`config.mk`:
```
export PLATFORM = sky130hd
export DESIGN_NAME = reg_sel_seq
export DESIGN_NICKNAME = d
export VERILOG_FILES = /design/src/rtl/reg_sel_seq.sv
export SDC_FILE = /design/constraint.sdc
export NUM_CORES = 1
export LEC_CHECK = 0
export ABC_AREA = 1
export CAP_MARGIN = 25
export CORE_MARGIN = 5
export CORE_UTILIZATION = 40
export CTS_BUF_LIST = sky130_fd_sc_hd__clkbuf_4
export DETAILED_ROUTE_END_ITERATION = 8
export PLACE_DENSITY_LB_ADDON = 0.3
export REMOVE_ABC_BUFFERS = 1
export SYNTH_ARGS = -nofsm -noshare
export SYNTH_HDL_FRONTEND = slang
export SYNTH_SLANG_ARGS = --single-unit
```
`constraint.sdc`:
```
create_clock -name clock -period 2.3 [get_ports clock]
set_input_delay 0.345 -clock clock [delete_from_list [all_inputs] [get_ports clock]]
set_output_delay 0.345 -clock clock [all_outputs]
set_load 0.02 [all_outputs]
```
`src/rtl/reg_sel_seq.sv`:
```
// Register-select sequencer: turns operand fields, microsequencer indices or a
// register-list walk into registered one-hot output-enable and load strobes.
module reg_sel_seq #(
    parameter int NREGS = 8,
    parameter int NOPS  = 3,
    localparam int SELW = $clog2(NREGS),
    localparam int SSW  = $clog2(NOPS + 1)
) (
    input  logic                   clock,
    input  logic                   notReset,
    input  logic                   irLoad,
    input  logic [NOPS*SELW-1:0]   opFields,
    input  logic                   oe,
    input  logic                   load,
    input  logic [SSW-1:0]         oeSourceSel,
    input  logic                   loadSourceSel,
    input  logic [SELW-1:0]        useqRegSelOe,
    input  logic [SELW-1:0]        useqRegSelLoad,
    input  logic                   listStart,
    input  logic [NREGS-1:0]       listMask,
    input  logic                   listDir,
    input  logic                   listStep,
    output logic [NREGS-1:0]       regOes,
    output logic [NREGS-1:0]       regLoads,
    output logic                   listBusy,
    output logic [SELW-1:0]        listCur,
    output logic                   listDone,
    output logic                   sameReg
);

    typedef enum logic {IDLE = 1'b0, RUN = 1'b1} state_e;

    state_e           state_q, state_d;
    logic [NREGS-1:0] pending_q, pending_d;
    logic             dir_q, dir_d;
    logic             done_q, done_d;
    logic [SELW-1:0]  field_q [NOPS];
    logic [NREGS-1:0] oes_q, oes_d;
    logic [NREGS-1:0] loads_q, loads_d;
    logic             same_q, same_d;

    logic [SELW-1:0]  walk_sel;
    logic [SELW-1:0]  oe_idx;
    logic             oe_valid;
    logic [SELW-1:0]  load_idx;

    // Priority encode the pending set: lowest bit ascending, highest descending.
    always_comb begin
        walk_sel = '0;
        if (dir_q) begin
            for (int i = 0; i < NREGS; i++)
                if (pending_q[i]) walk_sel = SELW'(i);
        end else begin
            for (int i = NREGS - 1; i >= 0; i--)
                if (pending_q[i]) walk_sel = SELW'(i);
        end
    end

    assign listBusy = (state_q == RUN);
    assign listCur  = listBusy ? walk_sel : '0;

    // Strobe selection uses the pre-step listCur and previously latched fields.
    always_comb begin
        // NOTE: every always_comb output gets a default first so no latch is inferred.
        oe_idx   = listBusy ? listCur : useqRegSelOe;
        oe_valid = (oeSourceSel == '0);
        for (int k = 1; k <= NOPS; k++) begin
            if (int'(oeSourceSel) == k) begin
                oe_idx   = field_q[k-1];
                oe_valid = 1'b1;
            end
        end
        load_idx = loadSourceSel ? field_q[0]
                                 : (listBusy ? listCur : useqRegSelLoad);

        oes_d   = (oe && oe_valid) ? (NREGS'(1) << oe_idx) : '0;
        loads_d = load ? (NREGS'(1) << load_idx) : '0;
        same_d  = (oes_d != '0) && (oes_d == loads_d);
    end

    always_comb begin
        state_d   = state_q;
        pending_d = pending_q;
        dir_d     = dir_q;
        done_d    = 1'b0;
        case (state_q)
            IDLE: begin
                if (listStart) begin
                    if (listMask != '0) begin
                        pending_d = listMask;
                        dir_d     = listDir;
                        state_d   = RUN;
                    end else begin
                        done_d = 1'b1;
                    end
                end
            end
            RUN: begin
                if (listStep) begin
                    pending_d = pending_q & ~(NREGS'(1) << walk_sel);
                    if (pending_d == '0) begin
                        state_d = IDLE;
                        done_d  = 1'b1;
                    end
                end
            end
            default: state_d = IDLE;
        endcase
    end

    // NOTE: sequential state uses non-blocking assignments so every register
    // samples the values from before this edge.
    always_ff @(posedge clock or negedge notReset) begin
        if (!notReset) begin
            state_q   <= IDLE;
            pending_q <= '0;
            dir_q     <= 1'b0;
            done_q    <= 1'b0;
            oes_q     <= '0;
            loads_q   <= '0;
            same_q    <= 1'b0;
        end else begin
            state_q   <= state_d;
            pending_q <= pending_d;
            dir_q     <= dir_d;
            done_q    <= done_d;
            oes_q     <= oes_d;
            loads_q   <= loads_d;
            same_q    <= same_d;
        end
    end

    // NOTE: the field array is small and must read as zero after reset, so it
    // is reset explicitly rather than treated as an uninitialised memory.
    always_ff @(posedge clock or negedge notReset) begin
        if (!notReset) begin
            for (int k = 0; k < NOPS; k++) field_q[k] <= '0;
        end else if (irLoad) begin
            for (int k = 0; k < NOPS; k++) field_q[k] <= opFields[k*SELW +: SELW];
        end
    end

    assign regOes   = oes_q;
    assign regLoads = loads_q;
    assign sameReg  = same_q;
    assign listDone = done_q;

endmodule

```
# Yosys cells after proc, flatten, opt, wreduce, memory -nomap -nowiden
# Cells that the tools add are included.
[word_totals] reg_bits=37 inputBits=34 out_inout_bits=22 elab_cells=73
[classes] eq_ne=7 shifts=3 muxes=42 n_bitwise=3 reduce_logical=8
[ops] operator="3-bit two-way mux" n=21
[ops] operator="8-bit two-way mux" n=5
[ops] operator="1-bit by 3-bit left shift with 8-bit output, first input constant" n=3
[ops] operator="8-bit one-hot mux with 2 select lines" n=1
[ops] operator="8-bit nonzero test" n=2
[ops] operator="1-bit two-way mux" n=12
[ops] operator="8-bit bitwise AND" n=1
[ops] operator="8-bit == test" n=1
[ops] operator="8-bit zero test" n=1
[ops] operator="8-bit inverter" n=1
[ops] operator="2-bit != test, second input constant" n=3
[ops] operator="3-bit AND reduction" n=2
[ops] operator="2-bit == test, second input constant" n=2
[ops] operator="1-bit one-hot mux with 2 select lines" n=2
[ops] operator="2-bit by 1-bit == test with 1-bit output, second input constant" n=1
[ops] operator="1-bit logical AND" n=2
[ops] operator="2-bit zero test" n=1
[ops] operator="2-bit two-way mux" n=1
[ops] operator="1-bit inverter" n=1

# Longest topological paths before layout
[depth] depth_word=18 ltp_mapped=19 mapped_depth_nobuf=19

# Least setup slack after synthesis
# No wires, ideal clock.
[synth_path] kind="register -> register" from="reg state_q, in the netlist listBusy" to="reg same_q, in the netlist sameReg" setup_time_ns=0.115 arrival_ns=1.631 required_ns=2.185 slack_ns=0.553 stages_incl_launch_ff=18 n_path_buf=1 synth_period_minus_slack_ns=1.747 path_cell_list="dfrtp_1 > buf_6 > inv_2 > nand2_1 > nand2_1 > inv_1 > nand2_1 > nand2_1 > nand2_2 > nand2_1 > nor2_4 > inv_1 > nor2_2 > nand2_1 > nand2_1 > nor2_1 > nand3_1 > nor2_1"
[synth_via] elab_chain_len=9 word_cells_on_any_way=14 cone_classes="eq/ne: 1; shift: 2; mux: 9; reduce/logical: 2"
[synth_lines] item="start, declared" line="33" text="state_e state_q, state_d;"
[synth_lines] item="start signal, assigned" line="123" text="state_q <= state_d;"
[synth_lines] item="3-bit two-way mux" line="60" text="assign listCur = listBusy ? walk_sel : '0;"
[synth_lines] item="3-bit two-way mux *" line="65" text="oe_idx = listBusy ? listCur : useqRegSelOe;"
[synth_lines] item="3-bit two-way mux * (3 in series)" line="68" text="if (int'(oeSourceSel) == k) begin"
[synth_lines] item="1-bit by 3-bit left shift with 8-bit output *" line="76" text="oes_d = (oe && oe_valid) ? (NREGS'(1) << oe_idx) : '0;"
[synth_lines] item="8-bit two-way mux *" line="76"
[synth_lines] item="via oes_d[5]" line="38" text="logic [NREGS-1:0] oes_q, oes_d;"
[synth_lines] item="8-bit == test / 8-bit nonzero test (equally long branches)" line="78" text="same_d = (oes_d != '0) && (oes_d == loads_d);"
[synth_lines] item="1-bit logical AND *" line="78"
[synth_lines] item="via same_d" line="40" text="logic same_q, same_d;"
[synth_lines] item="end signal, assigned" line="129" text="same_q <= same_d;"
[synth_lines] item="end, declared" line="40"
# The timed path passes the listed nets; every way through them passes the cells marked *.
# A chain may end at the register's enable or synchronous reset.

# Final worst setup path
[layout_path] from="reg state_q, in the netlist listBusy" to="out listBusy"
[layout_rtl] item="end, declared" line="25" text="output logic listBusy,"
# No word-level cell between the ends.

==> metrics.txt <==
Final Hold Violating Endpoints=0; drt drc=0; Hold Buf Count CTS=0; RSZ-0062 raised after global routing=no; Nets=375; CP Max Fanout=16; Chip Height=84.0 microns; Req. time, crit path=1.96 ns; post-synthesis sequential area ratio=0.423; all-layer global routing usage=0.157; Core Footprint=0.00541 sq mm; worst path arrival time=1.81 ns; full die area=0.00706 sq mm; ys flop type=dfrtp_1; vias in the first global route=1914; worst skew pair latency=0.36 ns; Initial Utilization=0.405; Power Total=3070 uW; CTS clk-pin slew, worst paths=0.12 ns; Hold Path Class=in2async; count of final setup violators=0; clk_skew=0.00897 ns; max cap viols=0; min Tclk post-route=2.15 ns; clk buf depth=2; Leakage=0.00145 uW; top cells by area, synth=dfrtp_1 (42%), nand2_1 (12%), o21ai_0 (7.3%); Syn Inst Count=278; asr flop ratio synth=1.00; via/cell ratio=4.64; Detailed Place HPWL=4200 microns; clk sinks=37; most common cell after layout, fill and taps aside=nand2_1; # diodes=0; row count=27; Worst Path Buf+Inv=2; Worst path max stage delay=0.63 ns; CP Launch Point=listBusy; unique cell type count in the Yosys netlist=33; area fraction of the dominant cell type after synthesis=0.423; GP Congestion=0.881; grt total ovfl=0; PD cells=1060 mW/mm^2; fillcell total=530; CTS tree=built; H-tree level count=2; initial detailed-routing violation count=139; DRT antenna net count=0; layout cells sized above 1=0.193; Max stage delay cell, worst path=clkdlybuf4s50_1; Avg Cell Area, Syn=7.88 sq um; WL final=5160 microns; Slew headroom=0.685; critical path cell sequence=buf_4 > clkdlybuf4s50_1; Reg-to-Reg Start=pending_q[2]; Synth Warn #=0; Synth Register Bits=37; Max IR drop VDD=0.000551 V; global-route wire length before repair=8910 microns; Critical Path Source Type=register; WL/cell=12.5 microns; Post-Route Setup TNS=0 ns; DR pass1 iterations=4; most frequent cells in the layout=nand2_1 (72), clkdlybuf4s50_1 (52), dfrtp_1 (37); initial antenna violation count=0; worst-margin pin slew=0.472 ns; PortBufs=55; Peak Freq=465 MHz; Clock Root Buffer=clkbuf_4; critical path class=reg2out; pin count of the biggest net entering global routing=38; CP Capture Type=output port; Ports=56; Layout area overhead=32.1%; total CTS buffers=5; Post-synth EDFFs=0; fin. max-slew vios=0; fin crit share=0.935; Vias=1921; Synth area leader=dfrtp_1; run status=complete, no violations; mapped cell area=0.00219 sq mm; Die Span X=84.0 microns; delay-heaviest family, CP=buffers and inverters
[metrics by stage]
step | area, sq um | utilization | setup WS, ns | hold WS, ns | std cells
finish | 2890 | 0.535 | 0.149 | 0.392 | 414
global route | 2890 | 0.535 | 0.0866 | 0.440 | 414
floorplan | 2170 | - | 0.290 | 0.0494 | 275
global placement | 2840 | 0.526 | 0.136 | 0.497 | 406
detailed placement | 2840 | 0.526 | 0.0849 | 0.499 | 406
CTS | 2900 | 0.536 | 0.0399 | 0.410 | 414
[cells in the mapped netlist (2+ instances only)]
cell type	instances
inv_1	34
inv_4	2
inv_2	11
clkbuf_1	2
nor2_4	2
o21ai_0	32
nor2_2	7
nand3_1	9
nand3_2	7
nand2_1	72
nand2_2	7
nor2_1	15
nand2_4	8
dfrtp_1	37
o21ai_1	6
o211ai_1	2
mux2_2	4
nor3_1	2
a21oi_1	4
nand4_1	2
[where the power goes]
part / switching [uW] / internal (uW)
logic: 1160 / 652
clock network: 234 / 115
registers: 114 / 800
[state kept, by name, summed over array words and instances, names as in the netlist]
signal and count:
listDone 1, sameReg 1, dir_q 1, field_q 9, regOes 8, pending_q 8, listBusy 1, regLoads 8
[layer usage]
| layer | vias up | global-route usage | routed length [microns] |
|---|---|---|---|
| li1 | 1010 | - | - |
| met5 | - | 0 | 0 |
| met3 | 6 | 0.0424 | 276 |
| met4 | 0 | 0.0526 | 78 |
| met1 | 860 | 0.198 | 2360 |
| met2 | 45 | 0.260 | 2450 |
[final timing paths]
path	to	slack, ns	cells past startpoint
setup / recovery	listBusy	0.15	2
hold / removal	field_q[8]	0.39	2
min in group clock	field_q[1]	0.52	1
max in group asynchronous	regOes[6]	1.57	2
hold reg to reg	field_q[1]	0.52	1
setup reg to reg	sameReg	0.33	16
[worst reg2reg max path, stage by stage (launching register included)]
cell and delay, ns:
dfrtp_1 0.45, inv_2 0.09, nand2_2 0.05, o21ai_1 0.13
nand2_1 0.08, nand2_2 0.08, inv_2 0.06, nand2_4 0.07
nand2_1 0.07, nand2_2 0.07, nand2_4 0.08, inv_4 0.09
nand3_2 0.10, nor2_2 0.16, xnor2_1 0.14, nand3_1 0.09
nor2_1 0.11
[timing repair]
item / in CTS / in global routing
resized for setup: 2 / 3
setup endpoints to repair: 2 / 2
buffers inserted: 0 / 0
pin swaps: 0 / 0
[cell families (layout without fill, tap and decap cells)]
kind of cell | count (synthesis) | after routing | share of synthesized area
flops | 37 | 37 | 0.423
compound gates | 49 | 49 | 0.131
mux | 4 | 4 | 0.0206
buf+inv | 50 | 114 | 0.0914
simple gates | 136 | 136 | 0.326
xor+xnor | 2 | 2 | 0.00800
[area by class of cell]
type                    instances  area, sq um  share of cell area
clock buffers                   5         37.5              0.0130
repair buffers                 59          577               0.199
well taps                      72         90.1              0.0311
inverters                      47          181              0.0627
multi-input cells             191         1060               0.368
flip-flops and latches         37          926               0.320
clock inverters                 3         17.5             0.00605
Note: power is estimated with default switching activity, not from simulation.
